`config.mk`:
```
export PLATFORM = sky130hd
export DESIGN_NAME = vector_instr_issuer_flat
export DESIGN_NICKNAME = d
export VERILOG_FILES = /design/src/rtl/vector_instr_issuer_if.sv /design/src/rtl/vector_instr_issuer.sv /design/src/flat_wrapper.sv
export SDC_FILE = /design/constraint.sdc
export NUM_CORES = 1
export LEC_CHECK = 0
export CORE_MARGIN = 3
export CORE_UTILIZATION = 45
export CTS_CLUSTER_SIZE = 20
export DETAILED_ROUTE_END_ITERATION = 8
export PLACE_DENSITY = 0.7
export RECOVER_POWER = 25
export SETUP_SLACK_MARGIN = 0.1
export SKIP_CTS_REPAIR_TIMING = 1
export SLEW_MARGIN = 20
export SYNTH_ARGS = -nofsm -noshare
export SYNTH_HDL_FRONTEND = slang
export SYNTH_SLANG_ARGS = --single-unit
export TNS_END_PERCENT = 30
```
`constraint.sdc`:
```
create_clock -name clk -period 3.4 [get_ports clk]
set_input_delay 0.51 -clock clk [delete_from_list [all_inputs] [get_ports clk]]
set_output_delay 0.51 -clock clk [all_outputs]
set_load 0.01 [all_outputs]
```
`src/rtl/vector_instr_issuer_if.sv`:
```
// vector_instr_issuer_if: groups the host push port and the processor issue
// port of vector_instr_issuer. The issuer connects through the slave modport;
// the host/bench side uses master.
interface vector_instr_issuer_if #(
  parameter int ADDR_W = 9
);
  // Host side: packed word {opcode[1:0], mem_addr[ADDR_W-1:0], reg_select[1:0]}
  logic              in_valid;
  logic              in_ready;
  logic [ADDR_W+3:0] in_word;

  // Processor side
  logic              vp_valid;
  logic [1:0]        vp_instruction;
  logic [ADDR_W-1:0] vp_mem_addr;
  logic [1:0]        vp_reg_select;

  // Status
  logic              oob_err;
  logic [7:0]        oob_count;
  logic              idle;

  modport slave (
    input  in_valid, in_word,
    output in_ready, vp_valid, vp_instruction, vp_mem_addr, vp_reg_select,
           oob_err, oob_count, idle
  );

  modport master (
    output in_valid, in_word,
    input  in_ready, vp_valid, vp_instruction, vp_mem_addr, vp_reg_select,
           oob_err, oob_count, idle
  );
endinterface

```
`src/rtl/vector_instr_issuer.sv`:
```
// vector_instr_issuer: front-end sequencer for the vector processor.
// Buffers host instruction words in a small FIFO, issues at most one per
// cycle, drops load/store words whose vector access would run past the end
// of memory, and inserts a single stall cycle when a store of A3/A4 follows
// an add/mul directly.
// Optional macro VPI_PERF_CNT_EN adds the perf_issued/perf_stalls counters.
module vector_instr_issuer #(
  parameter int DEPTH     = 4,    // FIFO entries, power of two, >= 2
  parameter int ADDR_W    = 9,    // memory word-address width
  parameter int MEM_WORDS = 512,  // memory size in 32-bit words
  parameter int VEC_LEN   = 16    // words touched by one vector access
) (
  input  logic clk,
  input  logic rst,
`ifdef VPI_PERF_CNT_EN
  output logic [15:0] perf_issued,
  output logic [15:0] perf_stalls,
`endif
  vector_instr_issuer_if.slave bus
);

  localparam int PTR_W  = $clog2(DEPTH);
  localparam int WORD_W = ADDR_W + 4;

  // Bound check operands, widened by one bit so the sum cannot overflow.
  localparam logic [ADDR_W:0] VEC_LEN_X   = (ADDR_W+1)'(VEC_LEN);
  localparam logic [ADDR_W:0] MEM_WORDS_X = (ADDR_W+1)'(MEM_WORDS);

  localparam logic [1:0] OP_STORE = 2'b01;

  typedef enum logic [1:0] {
    S_IDLE  = 2'd0,
    S_ISSUE = 2'd1,
    S_STALL = 2'd2
  } state_t;

  // ---------------------------------------------------------------------------
  // FIFO storage and pointers (extra MSB on each pointer marks wrap parity)
  // ---------------------------------------------------------------------------
  logic [WORD_W-1:0] fifo_mem [DEPTH];
  logic [PTR_W:0]    wr_ptr_q, wr_ptr_d;
  logic [PTR_W:0]    rd_ptr_q, rd_ptr_d;
  logic [PTR_W:0]    occupancy;
  logic              fifo_empty;
  logic              fifo_full;
  logic              one_left;
  logic              push;
  logic              pop;

  // Head-of-queue decode
  logic [WORD_W-1:0] head_word;
  logic [1:0]        head_op;
  logic [ADDR_W-1:0] head_addr;
  logic [1:0]        head_reg;
  logic [ADDR_W:0]   head_end;
  logic              head_is_mem;
  logic              head_oob;
  logic              hazard;
  logic              drop;
  logic              issue;

  // Control state
  state_t            state_q, state_d;

  // Registered outputs
  logic              vp_valid_q, vp_valid_d;
  logic [1:0]        vp_instr_q, vp_instr_d;
  logic [ADDR_W-1:0] vp_addr_q, vp_addr_d;
  logic [1:0]        vp_reg_q, vp_reg_d;
  logic              oob_err_q, oob_err_d;
  logic [7:0]        oob_count_q, oob_count_d;

  assign fifo_empty = (wr_ptr_q == rd_ptr_q);
  assign fifo_full  = (wr_ptr_q[PTR_W] != rd_ptr_q[PTR_W]) &&
                      (wr_ptr_q[PTR_W-1:0] == rd_ptr_q[PTR_W-1:0]);
  assign occupancy  = wr_ptr_q - rd_ptr_q;
  assign one_left   = (occupancy == {{PTR_W{1'b0}}, 1'b1});

  // A full FIFO refuses the word even if a pop happens in the same cycle.
  assign push     = bus.in_valid && !fifo_full;
  assign wr_ptr_d = wr_ptr_q + {{PTR_W{1'b0}}, push};
  assign rd_ptr_d = rd_ptr_q + {{PTR_W{1'b0}}, pop};

  assign head_word   = fifo_mem[rd_ptr_q[PTR_W-1:0]];
  assign head_op     = head_word[WORD_W-1 -: 2];
  assign head_addr   = head_word[ADDR_W+1:2];
  assign head_reg    = head_word[1:0];
  assign head_is_mem = (head_op[1] == 1'b0);        // load or store
  assign head_end    = {1'b0, head_addr} + VEC_LEN_X;
  assign head_oob    = (head_end > MEM_WORDS_X);

  // The processor needs one extra cycle before an A3/A4 store can follow an
  // add/mul. Only a genuinely issued add/mul (vp_valid high) arms this, so a
  // dropped word never creates a hazard.
  assign hazard = !fifo_empty && vp_valid_q && vp_instr_q[1] &&
                  (head_op == OP_STORE) && head_reg[1];

  // FIFO write port; storage needs no reset since pointers define validity.
  always_ff @(posedge clk) begin
    if (push) begin
      fifo_mem[wr_ptr_q[PTR_W-1:0]] <= bus.in_word;
    end
  end

  // Next-state and pop decision. A word is popped from IDLE or STALL as soon
  // as one is present so the first word issues one edge after its push.
  always_comb begin
    state_d = state_q;
    pop     = 1'b0;
    case (state_q)
      S_IDLE, S_STALL: begin
        if (fifo_empty) begin
          state_d = S_IDLE;
        end else begin
          pop     = 1'b1;
          state_d = (one_left && !push) ? S_IDLE : S_ISSUE;
        end
      end
      S_ISSUE: begin
        if (fifo_empty) begin
          state_d = S_IDLE;
        end else if (hazard) begin
          state_d = S_STALL;
        end else begin
          pop     = 1'b1;
          state_d = (one_left && !push) ? S_IDLE : S_ISSUE;
        end
      end
      default: state_d = S_IDLE;
    endcase
  end

  // Issue/drop datapath: a popped word either drives the processor or is
  // discarded with an error pulse; outputs hold their last value otherwise.
  always_comb begin
    drop        = pop && head_is_mem && head_oob;
    issue       = pop && !drop;
    vp_valid_d  = issue;
    vp_instr_d  = vp_instr_q;
    vp_addr_d   = vp_addr_q;
    vp_reg_d    = vp_reg_q;
    oob_err_d   = drop;
    oob_count_d = oob_count_q;
    if (issue) begin
      vp_instr_d = head_op;
      vp_addr_d  = head_addr;
      vp_reg_d   = head_reg;
    end
    if (drop && (oob_count_q != 8'hFF)) begin
      oob_count_d = oob_count_q + 8'd1;
    end
  end

  // State, pointer and output registers.
  always_ff @(posedge clk or posedge rst) begin
    if (rst) begin
      state_q     <= S_IDLE;
      wr_ptr_q    <= '0;
      rd_ptr_q    <= '0;
      vp_valid_q  <= 1'b0;
      vp_instr_q  <= 2'b00;
      vp_addr_q   <= '0;
      vp_reg_q    <= 2'b00;
      oob_err_q   <= 1'b0;
      oob_count_q <= 8'd0;
    end else begin
      state_q     <= state_d;
      wr_ptr_q    <= wr_ptr_d;
      rd_ptr_q    <= rd_ptr_d;
      vp_valid_q  <= vp_valid_d;
      vp_instr_q  <= vp_instr_d;
      vp_addr_q   <= vp_addr_d;
      vp_reg_q    <= vp_reg_d;
      oob_err_q   <= oob_err_d;
      oob_count_q <= oob_count_d;
    end
  end

`ifdef VPI_PERF_CNT_EN
  logic [15:0] perf_issued_q;
  logic [15:0] perf_stalls_q;

  // Wrapping counts of issue strobes and of cycles spent in STALL.
  always_ff @(posedge clk or posedge rst) begin
    if (rst) begin
      perf_issued_q <= 16'd0;
      perf_stalls_q <= 16'd0;
    end else begin
      if (vp_valid_d) perf_issued_q <= perf_issued_q + 16'd1;
      if (state_d == S_STALL) perf_stalls_q <= perf_stalls_q + 16'd1;
    end
  end

  assign perf_issued = perf_issued_q;
  assign perf_stalls = perf_stalls_q;
`endif

  assign bus.in_ready       = !fifo_full;
  assign bus.vp_valid       = vp_valid_q;
  assign bus.vp_instruction = vp_instr_q;
  assign bus.vp_mem_addr    = vp_addr_q;
  assign bus.vp_reg_select  = vp_reg_q;
  assign bus.oob_err        = oob_err_q;
  assign bus.oob_count      = oob_count_q;
  assign bus.idle           = fifo_empty && (state_q == S_IDLE) && !vp_valid_q;

endmodule

```
`src/flat_wrapper.sv`:
```
// flat-port wrapper written by rule: the top's interface ports become plain ports
module vector_instr_issuer_flat 
#(
  parameter int DEPTH     = 4,                                       
  parameter int ADDR_W    = 9,                                
  parameter int MEM_WORDS = 512,                                
  parameter int VEC_LEN   = 16                                         
)
  (clk, rst, bus_in_valid, bus_in_word, bus_in_ready, bus_vp_valid, bus_vp_instruction, bus_vp_mem_addr, bus_vp_reg_select, bus_oob_err, bus_oob_count, bus_idle);
  vector_instr_issuer_if #(.ADDR_W(ADDR_W)) bus_i ();
  input  logic clk;
  input  logic rst;
  input wire logic [$bits(bus_i.in_valid)-1:0] bus_in_valid;
  input wire logic [$bits(bus_i.in_word)-1:0] bus_in_word;
  output wire logic [$bits(bus_i.in_ready)-1:0] bus_in_ready;
  output wire logic [$bits(bus_i.vp_valid)-1:0] bus_vp_valid;
  output wire logic [$bits(bus_i.vp_instruction)-1:0] bus_vp_instruction;
  output wire logic [$bits(bus_i.vp_mem_addr)-1:0] bus_vp_mem_addr;
  output wire logic [$bits(bus_i.vp_reg_select)-1:0] bus_vp_reg_select;
  output wire logic [$bits(bus_i.oob_err)-1:0] bus_oob_err;
  output wire logic [$bits(bus_i.oob_count)-1:0] bus_oob_count;
  output wire logic [$bits(bus_i.idle)-1:0] bus_idle;
  assign bus_i.in_valid = bus_in_valid;
  assign bus_i.in_word = bus_in_word;
  assign bus_in_ready = bus_i.in_ready;
  assign bus_vp_valid = bus_i.vp_valid;
  assign bus_vp_instruction = bus_i.vp_instruction;
  assign bus_vp_mem_addr = bus_i.vp_mem_addr;
  assign bus_vp_reg_select = bus_i.vp_reg_select;
  assign bus_oob_err = bus_i.oob_err;
  assign bus_oob_count = bus_i.oob_count;
  assign bus_idle = bus_i.idle;
  vector_instr_issuer #(.DEPTH(DEPTH), .ADDR_W(ADDR_W), .MEM_WORDS(MEM_WORDS), .VEC_LEN(VEC_LEN)) u_core (.clk(clk), .rst(rst), .bus(bus_i));
endmodule
```
### Word level (Yosys, flattened, before mapping)

Memories as Yosys holds them, arrays and structs flattened.
Index checks and enable logic that the tools add are counted.

| cells by class | value |
|---|---|
| add/subtract/negate cells | 5 |
| multiply operators | 0 |
| divide/modulo/power cells | 0 |
| magnitude comparators | 1 |
| eq/ne operators | 8 |
| shifts and indexed selects | 0 |
| muxes and demuxes | 11 |
| bitwise logic cells | 1 |
| reductions and logical operators | 20 |

Operators with widths:

| cell | count |
|---|---|
| logical AND 1 bit | 13 |
| adder 9 x 5 -> 10 bit (second input constant) | 1 |
| greater-than comparator 10 bit (second input constant) | 1 |
| adder 8 x 1 -> 8 bit (second input constant) | 1 |
| != test 8 bit (second input constant) | 1 |
| adder 3 x 1 -> 3 bit | 2 |
| two-way mux 1 bit | 6 |
| two-way mux 2 bit | 3 |
| zero test 1 bit | 5 |
| equality test 2 x 1 -> 1 bit (second input constant) | 2 |
| case mux 2 bit (2 select lines) | 1 |
| equality test 3 x 1 -> 1 bit (second input constant) | 1 |
| equality test 3 bit | 1 |
| subtractor 3 bit | 1 |
| equality test 2 bit | 1 |
| equality test 2 bit (second input constant) | 1 |
| zero test 2 bit | 1 |
| case mux 1 bit (2 select lines) | 1 |
| OR reduction 2 bit | 1 |
| != test 1 bit | 1 |
| NOT 1 bit | 1 |

| storage, ports and cells | value |
|---|---|
| flip-flop bits (word level) | 31 |
| bits in latches | 0 |
| memory bits (writable) | 52 |
| bits in read-only memories | 0 |
| bits of input ports | 16 |
| output and inout port bits | 25 |
| logic and storage cells | 56 |
| memories kept | 1 |

Memories:

| name | words | bits a word | rd ports | clocked after Yosys merged registers in | write ports | line | RTL |
|---|---|---|---|---|---|---|---|
| u_core.fifo_mem | 4 | 13 | 1 | 0 | 1 | vector_instr_issuer.sv:40 | `logic [WORD_W-1:0] fifo_mem [DEPTH];` |

### Logic depth before layout (Yosys ltp)

Gate-level depths: netlist of the first run.

| logic depth | value |
|---|---|
| depth in word-level cells | 13 |
| gate-level depth with buffers | 9 |
| depth with buffers taken out | 8 |

### Least setup slack after synthesis of the first run

No wires, ideal clock.

| timing path | value |
|---|---|
| path type | reg-to-reg |
| from | register u_core.rd_ptr_q[1] |
| to | register u_core.rd_ptr_q[2] |
| library setup time | 0.123 ns |
| arrival time | 2.292 ns |
| data required time | 3.277 ns |
| setup slack | 0.986 ns |
| stages on the path, launching flop included | 10 |
| path buffers | 1 |
| clock period less this slack | 2.414 ns |
| cells stage by stage | dfrtp_1 buf_2 inv_1 ha_1 nand2_1 o21ai_0 nor2_1 ha_1 ha_1 xor2_1 |

| on the way | value |
|---|---|
| cells in the longest elaborated chain, start to end | 10 |
| elaborated cells between the ends (all ways) | 13 |
| classes of those cells | 1 x add/sub; 2 x eq/ne; 4 x mux; 5 x reduce/logical; 1 x memory |

RTL lines:

| item | line | RTL |
|---|---|---|
| start: declaration | vector_instr_issuer.sv:42 | `logic [PTR_W:0] rd_ptr_q, rd_ptr_d;` |
| start signal: assignment | vector_instr_issuer.sv:169 | `rd_ptr_q <= rd_ptr_d;` |
| branches (longest 9 deep; another with memory read (4 x 13 bit)) | - |  |
| adder 3 x 1 -> 3 bit * | vector_instr_issuer.sv:82 | `assign rd_ptr_d = rd_ptr_q + {{PTR_W{1'b0}}, pop};` |
| via u_core.rd_ptr_d[2] | vector_instr_issuer.sv:42 |  |

Mark *: on every way through the listed nets, which the timed path passes.
A chain may end at the register's enable or synchronous reset.

### Worst setup path after layout of the first run

| timing path | value |
|---|---|
| from | register u_core.rd_ptr_q[1] |
| to | output bus_idle |

| on the way | value |
|---|---|
| cells in the longest elaborated chain, start to end | 3 |

RTL lines:

| item | line | RTL |
|---|---|---|
| equality test 3 bit | vector_instr_issuer.sv:73 | `assign fifo_empty = (wr_ptr_q == rd_ptr_q);` |
| logical AND 1 bit (2 in a row) | vector_instr_issuer.sv:205 | `assign bus.idle = fifo_empty && (state_q == S_IDLE) && !vp_valid_q;` |
| end: declaration | flat_wrapper.sv:22 | `output wire logic [$bits(bus_i.idle)-1:0] bus_idle;` |

No other way between the ends.

==> results of run 1 <==
[per-stage QoR]
| stage | std cells | cell area (um2) |
|---|---|---|
| 3_3_place_gp | 312 | 3920 |
| 5_1_grt | 328 | 4140 |
| 4_1_cts | 328 | 4140 |
| 3_5_place_dp | 312 | 3920 |
| 6_report | 328 | 4140 |
| 2_1_floorplan | 173 | 3380 |
[power groups by stage]
stage | Combinational [mW] | Clock, mW | Sequential [mW]
after floorplan | 1.02 | 0 | 1.57
after global placement | 1.50 | 0 | 1.57
after detailed placement | 1.53 | 0 | 1.58
after CTS | 1.53 | 0.785 | 1.56
after global routing | 1.63 | 0.829 | 1.59
final | 1.50 | 0.765 | 1.55
[state kept, by name, summed over array words and instances (netlist names)]
signal                     cells
u_core.bus.oob_count           8
u_core.bus.oob_err             1
u_core.bus.vp_instruction      2
u_core.bus.vp_mem_addr         9
u_core.bus.vp_reg_select       2
u_core.bus.vp_valid            1
u_core.fifo_mem               52
u_core.rd_ptr_q                3
u_core.state_q                 2
u_core.wr_ptr_q                3
[critical path, delay by kind of cell, from the launching register on]
kind,cells,cell delay [ns]
flip-flops,1,0.57
AND/OR/NAND/NOR,3,0.49
adder cells (fa/ha/maj),1,0.30
buffers and inverters,2,0.69
[worst max-delay path by stage]
stage                        from                   endpoint  slack [ns]  depth (start not counted)
2_1_floorplan  u_core.rd_ptr_q[1]         u_core.rd_ptr_q[2]        0.99                          9
3_3_place_gp   u_core.rd_ptr_q[0]  u_core.bus.vp_mem_addr[4]        0.65                          6
3_5_place_dp   u_core.rd_ptr_q[0]  u_core.bus.vp_mem_addr[4]        0.61                          6
4_1_cts        u_core.rd_ptr_q[1]                   bus_idle        0.44                          6
5_1_grt        u_core.rd_ptr_q[1]                   bus_idle        0.31                          6
6_report       u_core.rd_ptr_q[1]                   bus_idle        0.48                          6
[cells in the mapped netlist (3+ instances only)]
cell type,instances
edfxtp_1,52
dfrtp_1,31
mux4_1,12
mux2_4,9
and3_1,7
ha_1,7
xnor2_1,7
mux2_2,5
inv_1,4
nand3_1,4
nand4_1,4
nand2_1,3
nor2_1,3
xor2_1,3
[routing by layer]
layer  track usage [%]  wire (um)  vias to the layer above
met5                 0          0                        -
met4              3.66         52                        0
met3              5.61        287                        8
met2              24.0       2940                       39
met1              18.8       2530                      850
li1                  -          -                      799
[layout make-up]
| type | instances | area, um2 |
|---|---|---|
| tap | 96 | 120 |
| clock buffer | 11 | 131 |
| timing repair buffer | 46 | 445 |
| fill | 560 | 2920 |
| inverter | 4 | 15.0 |
| sequential | 83 | 2340 |
| clock inverter | 5 | 86.3 |
| multi-input combinational | 83 | 1000 |
[logic make-up after synthesis]
logic type | Yosys count | synth area share (%)
buf+inv | 7 | 1.26
mux | 27 | 15.6
simple gates | 34 | 7.47
compound gates | 4 | 0.776
xor+xnor | 10 | 2.59
fa+ha+maj | 8 | 3.18
flops | 83 | 69.1
==> results.yml, run 1 <==
outcome:
  status: "complete, no violations"
logic_synthesis:
  synth_area_leaders: "edfxtp_1 (46%), dfrtp_1 (23%), mux4_1 (9.3%), mux2_4 (4.0%), ha_1 (2.6%)"
  synth_enable_flop_cells: 52
  yosysWarnings: 0
  ys_ff_latch: 83
  synth.distinct_cells: 31
  ys.flop_type: "edfxtp_1"
  yosysSeqAreaShare_pct: 69.1
  synth_area_um2: 3380
  async_flop_share_pct: 37.3
  yosysTopAreaCellShare_pct: 46.2
  synth_top_area_cell: "edfxtp_1"
  synth_nets: 197
  syn_inst: 173
  avgSynthCellArea_um2: 19.6
timing:
  max_freq_ghz: 0.342
  tns_ns: 0
  finalCriticalPeriod_ns: 2.92
  fin_skew_ns: 0.00932
  rsz0062_at_grt: "false"
  final-hold-violation-count: 0
  finalSetupViolations: 0
  worst_slew_pin_slew_ns: 0.741
  finalMaxSlewViolations: 0
  hold-worst-slack_ns: 0.470
  slew_headroom_pct: 50.6
  fin_crit_sh_pct: 85.9
  worst_slack_ns: 0.480
placed_design:
  hpwl_mm: 3.95
  place_congestion: 0.748
  io_buffers: 40
  dp_slack_ns: 0.614
setup_path:
  slowest_stage: "clkdlybuf4s50_1"
  r2r_end: "u_core.bus.vp_mem_addr[4]"
  worstSetupPathType: "flip-flop to primary output"
  rr_startpoint: "u_core.rd_ptr_q[0]"
  setup.worst_path.start_class: "flip-flop"
  crit_fanout: 8
  cp_cell_sequence: "inv_1, ha_1, nand2_1, nor2_1, nor4b_1, clkdlybuf4s50_1"
  cp_slowest_stage_delay_ns: 0.61
  reg2regPathDepth: 6
  r2r_setup_slack_ns: 0.61
  crit_required_ns: 2.89
  cp.arrival_ns: 2.41
  cp-end-kind: "primary output"
run:
  drv_cap: 0
grt:
  grt_pass1_vias: 1759
  grt_pass1_wl_mm: 9.31
  antenna_found_initial: 0
  grt_overflow_total: 0
  groute.usage.overall_pct: 14.8
  grt_max_degree: 32
clocking:
  cts_made_buffers: 9
  insertion_delay_ns: 0.35
  tritoncts: "yes"
  clockRootBuffer: "clkbuf_8"
  clk_pin_slew_ns: 0.08
  cts_max_path_buffers: 2
  htreeDepth: 3
  clkSinkCount: 83
final_layout:
  mostFrequentLayoutCell: "edfxtp_1"
  syn2layout_area_growth_pct: 22.3
  layout_common_cells: "edfxtp_1 (52), dfrtp_1 (31), clkdlybuf4s50_1 (27)"
  fin_nets: 251
  final_layout_size_suffix_gt1_share_pct: 17.7
  utilization_pct: 58.7
  n_antenna_cell: 0
drt:
  vias: 1696
  wl_per_cell_um: 17.7
  routed_via_density: 5.17
  drt-total-wl_mm: 5.81
  drt-pass1-iter-count: 4
  first_iter_violations: 85
  drc_errors: 0
  ant_nets: 0
worst_hold_path:
  min_from: "u_core.state_q[1]"
  whs_endpoint: "u_core.state_q[1]"
  holdPathStages: 1
  hold_path.class: "flip-flop to flip-flop"
power_and_ir_drop:
  finalPower_mw: 3.81
  p_sw_share_pct: 30.7
  pwr-share-comb_pct: 39.3
  p_int_mw: 2.64
  ir_drop_uv: 415
  seq_power_share_pct: 40.7
  p_per_area_nw_per_um2: 922
  p_sw_mw: 1.17
  p_leak_nw: 1.61
  clock_power_share_pct: 20.0
floorplan:
  num_rows: 30
  start_util_pct: 47.9
  dieArea_um2: 8600
  fp.dieW_um: 92.7
  coreArea_um2: 7060
  pin_count: 41
  die_h_um: 92.7
No activity file was read; power rests on OpenSTA's default activity.
==> run 2: changes to the inputs <==
- CORE_MARGIN: 3 -> unset
==> results.yml, run 2 (synthesis gave the netlist of run 1 again) <==
timing:
  finalSetupViolations: 0
  fin_skew_ns: 0.00977
  final-hold-violation-count: 0
  hold-worst-slack_ns: 0.466
  fin_crit_sh_pct: 88.6
  worst_slew_pin_slew_ns: 0.742
  tns_ns: 0
  finalMaxSlewViolations: 0
  max_freq_ghz: 0.332
  slew_headroom_pct: 50.6
  rsz0062_at_grt: "false"
  finalCriticalPeriod_ns: 3.01
power_and_ir_drop:
  p_leak_nw: 1.60
  p_sw_mw: 1.16
  p_per_area_nw_per_um2: 920
  clock_power_share_pct: 19.6
  pwr-share-comb_pct: 39.3
  ir_drop_uv: 334
  seq_power_share_pct: 41.0
  p_int_mw: 2.65
  p_sw_share_pct: 30.4
clocking:
  cts_max_path_buffers: 2
  insertion_delay_ns: 0.34
  tritoncts: "yes"
  htreeDepth: 3
  cts_made_buffers: 9
  clkSinkCount: 83
  clk_pin_slew_ns: 0.08
  clockRootBuffer: "clkbuf_8"
floorplan:
  start_util_pct: 46.6
  pin_count: 41
  dieArea_um2: 7870
  coreArea_um2: 7250
  num_rows: 31
  die_h_um: 88.7
  fp.dieW_um: 88.7
drt:
  vias: 1689
  drt-pass1-iter-count: 4
  first_iter_violations: 88
  drc_errors: 0
  drt-total-wl_mm: 5.52
  ant_nets: 0
  wl_per_cell_um: 16.7
  routed_via_density: 5.10
grt:
  groute.usage.overall_pct: 16.1
  busiest_layer: "met2"
  use_met1_pct: 20.9
  grt_pass1_vias: 1799
  grt_overflow_total: 0
  grt_max_degree: 32
  antenna_found_initial: 0
  grt_pass1_wl_mm: 8.91
  globalRouteMet2Util_pct: 25.9
  met3_usage_pct: 3.08
final_layout:
  stdcell_area_um2: 4140
  n_antenna_cell: 0
  fin_nets: 251
  utilization_pct: 57.0
  largest_reg_flops: 52
  syn2layout_area_growth_pct: 22.2
  mostFrequentLayoutCell: "edfxtp_1"
  layout_common_cells: "edfxtp_1 (52), dfrtp_1 (30), clkdlybuf4s50_1 (28)"
  final_layout_size_suffix_gt1_share_pct: 18.1
  stdcell_count: 331
setup_path:
  crit_required_ns: 2.89
  cp.arrival_ns: 2.50
  crit_fanout: 9
  worstSetupPathType: "flip-flop to primary output"
  cp-end-kind: "primary output"
  setup.worst_path.start_class: "flip-flop"
worst_hold_path:
  hold_path.class: "flip-flop to flip-flop"
placed_design:
  place_congestion: 0.719
  io_buffers: 40
  placed_cell_area_um2: 3930
  placed_cells: 315
  hpwl_mm: 3.76
outcome:
  status: "complete, no violations"
run:
  drv_cap: 0
run 2: cell count changes in the layout (fill, tap and decap cells not counted), sizes merged:
cell           previous run  this run
dlygate4sd3              13        12
clkinvlp                  0         1
inv                       5         4
clkdlybuf4s50            27        28
run 2: area by class of cell:
| type | count | area, um2 |
|---|---|---|
| Fill cell | 573 | 3120 |
| Sequential cell | 83 | 2340 |
| Multi-Input combinational cell | 83 | 1000 |
| Timing Repair Buffer | 46 | 445 |
| Clock buffer | 11 | 131 |
| Tap cell | 99 | 124 |
| Clock inverter | 5 | 77.6 |
| Inverter | 4 | 15.0 |
run 2: worst max-delay path, stage by stage, from the launching register on:
cell             delay [ns]
dfrtp_2                0.50
buf_4                  0.21
ha_1                   0.32
nand2_1                0.07
nor2_1                 0.14
nor4b_1                0.31
clkdlybuf4s50_1        0.60
run 2: final timing paths:
| kind | from | slack (ns) | to | depth (start not counted) |
|---|---|---|---|---|
| setup / recovery | u_core.rd_ptr_q[0] | 0.39 | bus_idle | 6 |
| setup reg to reg | u_core.rd_ptr_q[0] | 0.64 | u_core.bus.vp_instruction[0] | 6 |
| hold / removal | u_core.state_q[1] | 0.47 | u_core.state_q[1] | 1 |
| min in group asynchronous | rst | 0.54 | u_core.bus.vp_reg_select[0] | 3 |
| hold reg to reg | u_core.state_q[1] | 0.47 | u_core.state_q[1] | 1 |
| max in group asynchronous | rst | 2.56 | u_core.rd_ptr_q[0] | 3 |
run 2: through the flow:
step / power [mW] / worst slack, ns
3_5_place_dp: 3.10 / 0.493
5_1_grt: 4.04 / 0.189
4_1_cts: 3.85 / 0.258
2_1_floorplan: 2.59 / 0.986
6_report: 3.80 / 0.388
3_3_place_gp: 3.07 / 0.501
run 2: power groups by stage:
stage / logic, mW / clock network (mW) / registers (mW)
2_1_floorplan: 1.02 / 0 / 1.57
3_3_place_gp: 1.49 / 0 / 1.58
3_5_place_dp: 1.52 / 0 / 1.58
4_1_cts: 1.52 / 0.763 / 1.57
5_1_grt: 1.64 / 0.803 / 1.60
6_report: 1.50 / 0.748 / 1.56
run 2: per-layer routing:
layer	vias up	wire length [um]
met5	-	0
met4	0	92
met3	10	158
met2	38	2830
met1	847	2440
li1	794	-
==> run 3: changes to the inputs <==
- GPL_TIMING_DRIVEN: unset -> 1
==> results of run 3 <==
The final DEF is identical to that of run 2; final timing and power are the same.
